File: src/rtl/jtag_master.sv
// JTAG master: issues DR scans, IR scans and TAP resets on a ck/2 test clock.
// It keeps a model of the target TAP controller so that the first command
// after reset can add the extra TCK needed to leave Test-Logic-Reset.
//
//   state   | meaning
//   --------+-----------------------------------------------------------
//   S_IDLE  | TCK held low, waiting for a start strobe
//   S_PRE   | one TCK with TMS=0 to move Test-Logic-Reset -> Run-Test/Idle
//   S_HDR   | walk from Run-Test/Idle into Shift-DR/IR (3 or 4 TCKs)
//   S_SHIFT | len data bits, TMS=1 on the last one (into Exit1)
//   S_TAIL  | Update then back to Run-Test/Idle (2 TCKs)
//   S_TRST  | five TMS=1 TCKs then one TMS=0 TCK
//   S_DONE  | last TCK is low; done pulses and busy falls at the next edge
module jtag_master #(
    parameter int DW = 32,
    parameter int LW = 6
) (
    input  logic          ck,
    input  logic          reset,
    input  logic          start,
    input  logic [1:0]    cmd,
    input  logic [LW-1:0] len,
    input  logic [DW-1:0] wdata,
    output logic [DW-1:0] rdata,
    output logic          busy,
    output logic          done,
    output logic          TCK,
    output logic          TMS,
    output logic          TDI,
    input  logic          TDO
);

    // The counter also sequences the fixed-length phases, which need 3 bits.
    localparam int CW = (LW > 3) ? LW : 3;
    localparam logic [LW-1:0] DW_L = LW'(DW);

    typedef enum logic [2:0] {
        S_IDLE, S_PRE, S_HDR, S_SHIFT, S_TAIL, S_TRST, S_DONE
    } st_t;

    typedef enum logic [3:0] {
        TAP_TLR, TAP_RTI, TAP_SELDR, TAP_CAPDR, TAP_SHDR, TAP_EX1DR,
        TAP_PADR, TAP_EX2DR, TAP_UPDR, TAP_SELIR, TAP_CAPIR, TAP_SHIR,
        TAP_EX1IR, TAP_PAIR, TAP_EX2IR, TAP_UPIR
    } tap_t;

    st_t           state_q, state_d;
    tap_t          tap_q, tap_d;
    logic [CW-1:0] cnt_q, cnt_d;
    logic [1:0]    cmd_q, cmd_d;
    logic [LW-1:0] len_q, len_d;
    logic [DW-1:0] wdata_q, wdata_d;
    logic [DW-1:0] cap_q, cap_d;
    logic [DW-1:0] rdata_q, rdata_d;
    logic          scan_q, scan_d;
    logic          tck_q, tck_d;
    logic          tms_q, tms_d;
    logic          tdi_q, tdi_d;
    logic          busy_q, busy_d;
    logic          done_q, done_d;

    function automatic tap_t tap_next(input tap_t s, input logic m);
        tap_t n;
        n = TAP_TLR;
        case (s)
            TAP_TLR:   n = m ? TAP_TLR   : TAP_RTI;
            TAP_RTI:   n = m ? TAP_SELDR : TAP_RTI;
            TAP_SELDR: n = m ? TAP_SELIR : TAP_CAPDR;
            TAP_CAPDR: n = m ? TAP_EX1DR : TAP_SHDR;
            TAP_SHDR:  n = m ? TAP_EX1DR : TAP_SHDR;
            TAP_EX1DR: n = m ? TAP_UPDR  : TAP_PADR;
            TAP_PADR:  n = m ? TAP_EX2DR : TAP_PADR;
            TAP_EX2DR: n = m ? TAP_UPDR  : TAP_SHDR;
            TAP_UPDR:  n = m ? TAP_SELDR : TAP_RTI;
            TAP_SELIR: n = m ? TAP_TLR   : TAP_CAPIR;
            TAP_CAPIR: n = m ? TAP_EX1IR : TAP_SHIR;
            TAP_SHIR:  n = m ? TAP_EX1IR : TAP_SHIR;
            TAP_EX1IR: n = m ? TAP_UPIR  : TAP_PAIR;
            TAP_PAIR:  n = m ? TAP_EX2IR : TAP_PAIR;
            TAP_EX2IR: n = m ? TAP_UPIR  : TAP_SHIR;
            TAP_UPIR:  n = m ? TAP_SELDR : TAP_RTI;
            default:   n = TAP_TLR;
        endcase
        return n;
    endfunction

    // TMS value for TCK period (st, c) of a command.
    function automatic logic period_tms(input st_t st, input logic [CW-1:0] c,
                                        input logic ir, input logic [LW-1:0] l);
        logic r;
        r = 1'b0;
        case (st)
            S_HDR:   r = ir ? (c < CW'(2)) : (c == '0);
            S_SHIFT: r = (c == CW'(l) - CW'(1));
            S_TAIL:  r = (c == '0);
            S_TRST:  r = (c < CW'(5));
            default: r = 1'b0;
        endcase
        return r;
    endfunction

    function automatic logic period_tdi(input st_t st, input logic [CW-1:0] c,
                                        input logic [DW-1:0] w);
        logic [DW-1:0] sh;
        sh = w >> c;
        return (st == S_SHIFT) ? sh[0] : 1'b0;
    endfunction

    // Next-state, TCK phase and scan datapath.
    always_comb begin
        logic          valid;
        st_t           nst;
        logic [CW-1:0] ncnt;
        logic [CW-1:0] last;

        state_d = state_q;
        tap_d   = tap_q;
        cnt_d   = cnt_q;
        cmd_d   = cmd_q;
        len_d   = len_q;
        wdata_d = wdata_q;
        cap_d   = cap_q;
        rdata_d = rdata_q;
        scan_d  = scan_q;
        tck_d   = tck_q;
        tms_d   = tms_q;
        tdi_d   = tdi_q;
        busy_d  = busy_q;
        done_d  = 1'b0;
        valid   = 1'b0;
        nst     = state_q;
        ncnt    = cnt_q;
        last    = '0;

        case (state_q)
            S_IDLE: begin
                tck_d = 1'b0;
                if (start) begin
                    cmd_d   = cmd;
                    len_d   = len;
                    wdata_d = wdata;
                    cap_d   = '0;
                    busy_d  = 1'b1;
                    cnt_d   = '0;
                    valid   = cmd[1] ? (cmd == 2'b10)
                                     : ((len != '0) && (len <= DW_L));
                    scan_d  = valid && !cmd[1];
                    if (!valid) begin
                        state_d = S_DONE;
                    end else begin
                        if (tap_q == TAP_TLR)
                            nst = S_PRE;
                        else if (cmd == 2'b10)
                            nst = S_TRST;
                        else
                            nst = S_HDR;
                        state_d = nst;
                        tms_d   = period_tms(nst, '0, cmd[0], len);
                        tdi_d   = period_tdi(nst, '0, wdata);
                    end
                end
            end
            S_DONE: begin
                busy_d  = 1'b0;
                done_d  = 1'b1;
                state_d = S_IDLE;
                if (scan_q)
                    rdata_d = cap_q;
            end
            default: begin
                if (!tck_q) begin
                    // Rising TCK: the target TAP advances, TDO is sampled.
                    tck_d = 1'b1;
                    tap_d = tap_next(tap_q, tms_q);
                    if (state_q == S_SHIFT)
                        cap_d = cap_q | (DW'(TDO) << cnt_q);
                end else begin
                    // Falling TCK: move to the next period and present its TMS/TDI.
                    tck_d = 1'b0;
                    ncnt  = cnt_q + CW'(1);
                    case (state_q)
                        S_PRE: begin
                            nst  = (cmd_q == 2'b10) ? S_TRST : S_HDR;
                            ncnt = '0;
                        end
                        S_HDR: begin
                            last = cmd_q[0] ? CW'(3) : CW'(2);
                            if (cnt_q == last) begin
                                nst  = S_SHIFT;
                                ncnt = '0;
                            end
                        end
                        S_SHIFT: begin
                            if (cnt_q == CW'(len_q) - CW'(1)) begin
                                nst  = S_TAIL;
                                ncnt = '0;
                            end
                        end
                        S_TAIL: begin
                            if (cnt_q == CW'(1))
                                nst = S_DONE;
                        end
                        S_TRST: begin
                            if (cnt_q == CW'(5))
                                nst = S_DONE;
                        end
                        default: nst = S_DONE;
                    endcase
                    state_d = nst;
                    cnt_d   = ncnt;
                    tms_d   = period_tms(nst, ncnt, cmd_q[0], len_q);
                    tdi_d   = period_tdi(nst, ncnt, wdata_q);
                end
            end
        endcase
    end

    // State register; reset aborts any command and parks the TAP model in Test-Logic-Reset.
    always_ff @(posedge ck or posedge reset) begin
        if (reset) begin
            state_q <= S_IDLE;
            tap_q   <= TAP_TLR;
            cnt_q   <= '0;
            cmd_q   <= '0;
            len_q   <= '0;
            wdata_q <= '0;
            cap_q   <= '0;
            rdata_q <= '0;
            scan_q  <= 1'b0;
            tck_q   <= 1'b0;
            tms_q   <= 1'b1;
            tdi_q   <= 1'b0;
            busy_q  <= 1'b0;
            done_q  <= 1'b0;
        end else begin
            state_q <= state_d;
            tap_q   <= tap_d;
            cnt_q   <= cnt_d;
            cmd_q   <= cmd_d;
            len_q   <= len_d;
            wdata_q <= wdata_d;
            cap_q   <= cap_d;
            rdata_q <= rdata_d;
            scan_q  <= scan_d;
            tck_q   <= tck_d;
            tms_q   <= tms_d;
            tdi_q   <= tdi_d;
            busy_q  <= busy_d;
            done_q  <= done_d;
        end
    end

    assign rdata = rdata_q;
    assign busy  = busy_q;
    assign done  = done_q;
    assign TCK   = tck_q;
    assign TMS   = tms_q;
    assign TDI   = tdi_q;

endmodule

File: config.mk
export PLATFORM = sky130hd
export DESIGN_NAME = jtag_master
export DESIGN_NICKNAME = d
export VERILOG_FILES = /design/src/rtl/jtag_master.sv
export SDC_FILE = /design/constraint.sdc
export NUM_CORES = 1
export LEC_CHECK = 0
export CAP_MARGIN = 20
export CORE_UTILIZATION = 30
export CTS_BUF_LIST = sky130_fd_sc_hd__clkbuf_16
export CTS_CLUSTER_DIAMETER = 80
export DETAILED_ROUTE_END_ITERATION = 6
export SLEW_MARGIN = 40
export SYNTH_ARGS = -nofsm -noshare
export SYNTH_HDL_FRONTEND = slang
export SYNTH_SLANG_ARGS = --single-unit
File: constraint.sdc
create_clock -name ck -period 10.2 [get_ports ck]
set_input_delay 1.02 -clock ck [delete_from_list [all_inputs] [get_ports ck]]
set_output_delay 1.02 -clock ck [all_outputs]
set_load 0.01 [all_outputs]
==> reports/qor.csv, run 1 <==
stage,metric,value,unit
status,status,"complete, no violations",
critical_path,Critical Path End Type,flop,
synth,synth cell count leaders,"nand2_1, dfrtp_1, nor2_1, a21oi_1, mux2_2",
clock_tree,"Clk Latency, worst-skew pair",420,ps
synth,"FFs w/ async S/R, synth",100,%
synth,Post-synth EDFFs,0,
floorplanning,Std-Cell Rows,51,
floorplanning,die area,20900,sq um
clock_tree,CTS tree,done,
timing,worst hold margin,468,ps
synth,cells after synthesis,648,
timing,Slew Limit Headroom,47.0,%
power,pwr dens,139,nW/um^2
clock_tree,clock buffer depth,2,
synth,Synth top area share,50.0,%
placement,routability congestion estimate,0.841,
grt,vias in the first global route,4690,
placement,Post-Place Cell Area,7150,sq um
placement,dpl cells,962,
critical_path,worst endpoint required time,10550,ps
clock_tree,CTS sink count,123,
timing,Slew @ Worst Pin,787,ps
synth,Synth Cell Area,6100,sq um
placement,post-DP HPWL,10200,microns
timing,final hold vios,0,
floorplanning,Die Wd,145,microns
clock_tree,clk slew on worst S/H paths,60,ps
critical_path,Crit Path Max Fanout,7,
critical_path,kind of critical path,flop to flop,
layout,Fillers,1957,
timing,Setup Skew,8.92,ps
layout,fin util,39.0,%
routing,Via-to-Cell Ratio,4.89,
routing,routed via count,4862,
placement,Buffers on Ports,80,
routing,"antenna viol nets, final",0,
timing,RSZ-0062 raised after global routing,no,
power,Flop pwr share,46.3,%
layout,Post-Layout Inst Area,7690,sq um
clock_tree,CTS root buf,clkbuf_16,
clock_tree,Post-CTS Setup Bufs,0,
timing,FMAX,305,MHz
floorplanning,core area,19700,sq um
grt,first-pass GRT wire length,24500,microns
clock_tree,hold_buf cts,0,
routing,final WL,14800,microns
routing,number of DRC markers in iteration 0,286,
critical_path,crit path DAT,3620,ps
placement,pre-CTS WS,6570,ps
critical_path,crit path launch type,flop,
synth,dominant cells by area after synthesis,"dfrtp_1, nand2_1, mux2_2",
power,Comb pwr share,3.1,%
synth,syn_nets,697,
grt,Total GRT Usage,15.4,%
power,Sw Pwr,0.232,mW
grt,pin count of the biggest net entering global routing,76,
timing,Final min period,3270,ps
synth,Syn. warnings,0,
job,Max Cap Viol,0,
power,Int Pwr,0.839,mW
layout,synth-to-layout area growth,26.0,%
layout,# diodes,0,
clock_tree,post_cts resized,0,
synth,Yosys top cell by area,dfrtp_1,
floorplanning,# IOs,81,
synth,ys flop type,dfrtp_1,
timing,setup_tns,0,ps
clock_tree,htree depth,4,
power,P_leak,3.55,nW
timing,Final period util,32.1,%
synth,Avg Inst Size Synth,9.42,sq um
min_path,Hold Path Class,flop to flop,
clock_tree,Num CTS Buffers,17,
power,Switching Fraction,21.7,%
floorplanning,starting density of the core,31.0,%
layout,post-layout net count,765,
routing,first-pass detailed-route iteration total,5,
routing,Remaining DRCs,0,
power,total power,1.07,mW
layout,layout cells sized above 1,12.1,%
grt,initial antenna violation count,0,
routing,DR WL/cell,14.8,microns
grt,GRT Residual Overflow,0,
synth,Cell variety after synth,66,
floorplanning,Die Span Y,145,microns
layout,Finished Layout Cells,994,
power,Peak VDD IR,0.000117,V
timing,setup violators final,0,
timing,Slew Limit Fails,0,
synth,top-count cell post-synth,nand2_1,
synth,Seq cells post-synth,123,
power,clock share of power,50.6,%
timing,final setup margin,6930,ps
synth,register area share after synthesis,50.5,%
[layer usage]
layer  GRT usage [%]  part of all wire (%)  vias up
met5               0                     0        -
met3            3.34                   5.2       22
met2            24.0                    46      134
met4            6.48                   1.9        0
met1            20.5                    47     2320
li1                -                     -     2386
[cell usage in the layout (no fill, tap or decap), types with 7 or more instances in the layout]
cell type / Yosys / layout
mux2i_1: 7 / 7
nor2_1: 63 / 63
a21oi_1: 48 / 48
nand2_1: 150 / 150
a31oi_1: 13 / 13
mux2_2: 33 / 33
dfrtp_1: 122 / 122
xnor2_1: 14 / 14
inv_1: 11 / 13
nor3_1: 9 / 8
o21ai_0: 26 / 26
clkbuf_16: 0 / 17
nand3_1: 13 / 13
clkdlybuf4s50_1: 0 / 80
[final cells by class]
type                    count  area, sq um  share of cell area, %
clock buffers              17          425                   5.53
clock inverters            15          111                   1.45
inverters                  13         53.8                  0.700
multi-input cells         475         2840                   36.9
flip-flops and latches    123         3080                   40.0
well taps                 265          332                   4.31
repair buffers             86          850                   11.0
[flip-flops by register name, summed over array words and instances, names as in the netlist]
register	count
busy	1
rdata	32
TCK	1
tap_q	4
cap_q	32
len_q	6
TDI	1
scan_q	1
cnt_q	6
cmd_q	2
state_q	3
wdata_q	32
TMS	1
done	1
[logic make-up after synthesis]
logic type | share of synthesized area [%]
AOI/OAI and AO/OA | 13.8
DFF | 50.5
buffers and inverters | 3.26
muxes | 8.34
and+or+nand+nor | 19.9
xor gates and xnor gates | 3.26
adders and majority gates | 1.03
[power by group through the flow]
stage          registers (mW)  clock network, mW  logic (mW)
6_report                0.496              0.542      0.0329
3_5_place_dp            0.504                  0      0.0336
4_1_cts                 0.496              0.558      0.0340
5_1_grt                 0.496              0.575      0.0371
2_1_floorplan           0.503                  0      0.0119
3_3_place_gp            0.504                  0      0.0336
[final timing paths]
kind | start | end | slack, ps | cells past startpoint
min | wdata_q[8] | wdata_q[8] | 470 | 2
min reg2reg | wdata_q[8] | wdata_q[8] | 470 | 2
max in group asynchronous | reset | cap_q[27] | 8220 | 3
max reg2reg | len_q[0] | TMS | 6930 | 10
min in group asynchronous | reset | tap_q[3] | 1050 | 2
max | len_q[0] | TMS | 6930 | 10
[critical path: stages, from the launching register on]
cell and delay (ps):
dfrtp_1 390, inv_1 90, ha_1 360, xnor2_1 140, or3b_2 480, nor4_2 380
a21oi_1 290, nor2_1 470, o21ai_0 200, a32o_1 280, a21oi_1 120
(Power assumes the default switching activity.)
==> run 2: changes to the inputs <==
==> constraint.sdc (replaced) <==
create_clock -name ck -period 3.15 [get_ports ck]
set_input_delay 0.315 -clock ck [delete_from_list [all_inputs] [get_ports ck]]
set_output_delay 0.315 -clock ck [all_outputs]
set_load 0.01 [all_outputs]
==> run 2 against run 1 <==
Against the previous run: power grew to 3.4 times the previous value; largest cell class unchanged; maximum frequency is 14% higher; clock skew is 2.9 ps lower; clock power grew to 3.5 times the previous value.
==> reports/qor.csv, run 2 (synthesized netlist as in run 1, its figures left out) <==
stage,metric,value,unit,change
status,status,"complete, no violations",,
grt,Total GRT Usage,16.3,%,+0.90 points
layout,post-layout net count,782,,+2.2%
timing,final hold vios,0,,unchanged
placement,routability congestion estimate,0.912,,+8.4%
grt,GRT Residual Overflow,0,,unchanged
clock_tree,post_cts resized,0,,unchanged
critical_path,crit path DAT,3180,ps,-440 ps
layout,fin util,39.9,%,+0.88 points
critical_path,Crit Path Max Fanout,6,,-1
power,pwr dens,460,nW/um^2,+230%
critical_path,crit path launch type,flop,,
layout,"commonest cells after routing, fill and taps aside","nand2_1, dfrtp_1, clkdlybuf4s50_1",,
timing,Setup Skew,5.99,ps,-2.93 ps
clock_tree,CTS root buf,clkbuf_16,,
routing,routed via count,4890,,+0.58%
clock_tree,CTS tree,done,,
clock_tree,Num CTS Buffers,17,,unchanged
placement,post-DP HPWL,10800,microns,+6.0%
routing,Via-to-Cell Ratio,4.84,,-1.1%
critical_path,Critical Path End Type,flop,,
layout,# diodes,0,,unchanged
critical_path,kind of critical path,flop to flop,,
layout,Post-Layout Inst Area,7860,sq um,+2.3%
timing,setup violators final,0,,unchanged
floorplanning,Std-Cell Rows,51,,unchanged
floorplanning,Die Span Y,145,microns,unchanged
timing,Final period util,91.4,%,+59 points
clock_tree,Post-CTS Setup Bufs,0,,unchanged
clock_tree,clock buffer depth,2,,unchanged
timing,worst hold margin,265,ps,-204 ps
placement,Post-Place Cell Area,7290,sq um,+2.0%
critical_path,highest-delay cell along the critical path,or3b_2,,
timing,final setup margin,272,ps,-6650 ps
power,P_leak,3.66,nW,+3.1%
min_path,Hold Path Class,input pin to async pin,,
power,Peak VDD IR,0.000368,V,+220%
layout,"commonest non-fill, non-tap cell in the layout",nand2_1,,
timing,setup_tns,0,ps,unchanged
timing,RSZ-0062 raised after global routing,no,,
critical_path,most frequent CP cell,o221ai_2,,
timing,Slew Limit Headroom,48.5,%,+1.5 points
critical_path,"Cell Chain, Critical Path",inv_1 > ha_1 > xnor2_1 > or3b_2 > nor4_2 > a21o_1 > a21oi_1 > o31a_1 > o221ai_2 > o221ai_2,,
placement,Buffers on Ports,80,,unchanged
grt,first-pass GRT wire length,25800,microns,+5.3%
power,total power,3.61,mW,+240%
timing,Slew Limit Fails,0,,unchanged
clock_tree,CTS sink count,123,,unchanged
floorplanning,die area,20900,sq um,unchanged
floorplanning,Die Wd,145,microns,unchanged
clock_tree,htree depth,4,,unchanged
floorplanning,starting density of the core,31.0,%,unchanged
routing,first-pass detailed-route iteration total,5,,unchanged
placement,dpl cells,979,,+1.8%
critical_path,worst endpoint required time,3450,ps,-7100 ps
critical_path,Max stage delay on crit path,490,ps,about the same
routing,final WL,15400,microns,+4.7%
timing,FMAX,347,MHz,+14%
timing,Final min period,2880,ps,-397 ps
clock_tree,hold_buf cts,0,,unchanged
layout,synth-to-layout area growth,28.8,%,
routing,DR WL/cell,15.3,microns,+2.9%
job,Max Cap Viol,0,,unchanged
routing,"antenna viol nets, final",0,,unchanged
placement,pre-CTS WS,313,ps,-6260 ps
grt,pin count of the biggest net entering global routing,75,,-1.3%
layout,layout cells sized above 1,14.3,%,+2.3 points
timing,Slew @ Worst Pin,772,ps,-15.6 ps
grt,initial antenna violation count,0,,unchanged
clock_tree,clk slew on worst S/H paths,60,ps,about the same
clock_tree,"Clk Latency, worst-skew pair",430,ps,about the same
floorplanning,core area,19700,sq um,unchanged
routing,number of DRC markers in iteration 0,279,,-2.4%
critical_path,r2r setup slk,270,ps,-6650 ps
floorplanning,# IOs,81,,unchanged
grt,vias in the first global route,4846,,+3.3%
routing,Remaining DRCs,0,,unchanged
layout,Finished Layout Cells,1011,,+1.7%
[run 2: final cells by class]
cell class / count / area, sq um
clock inverter: 15 / 150
inverter: 13 / 52.6
sequential: 123 / 3080
multi-input combinational: 475 / 2830
tap: 265 / 332
clock buffer: 17 / 425
timing repair buffer: 103 / 998
fill: 1921 / 11900
[run 2: worst paths after layout]
kind	depth (start not counted)	end	startpoint
max	10	TDI	len_q[0]
min	2	rdata[0]	reset
max reg2reg	10	TDI	len_q[0]
min reg2reg	2	wdata_q[19]	wdata_q[19]
max in group asynchronous	3	wdata_q[16]	reset
min in group ck	3	wdata_q[15]	wdata[15]
[run 2: critical path, delay by kind of cell (launching register included)]
family | cells | cell delay, ps
flops | 1 | 380
simple gates | 2 | 670
fa+ha+maj | 1 | 350
buf+inv | 1 | 90
compound gates | 5 | 1110
xor+xnor | 1 | 140
[run 2: routing by layer]
metal	up-vias	share of wire (%)	global-route usage (%)
met3	16	4.8	4.04
met4	0	1.4	5.48
met1	2329	48	22.0
met2	121	46	25.3
li1	2424	-	-
met5	-	0	0
[run 2: power breakdown]
group / internal [mW] / switching, mW / total, mW
clock network: 1.16 / 0.738 / 1.90
registers: 1.59 / 0.00824 / 1.60
logic: 0.0595 / 0.0525 / 0.112
total: 2.82 / 0.799 / 3.61
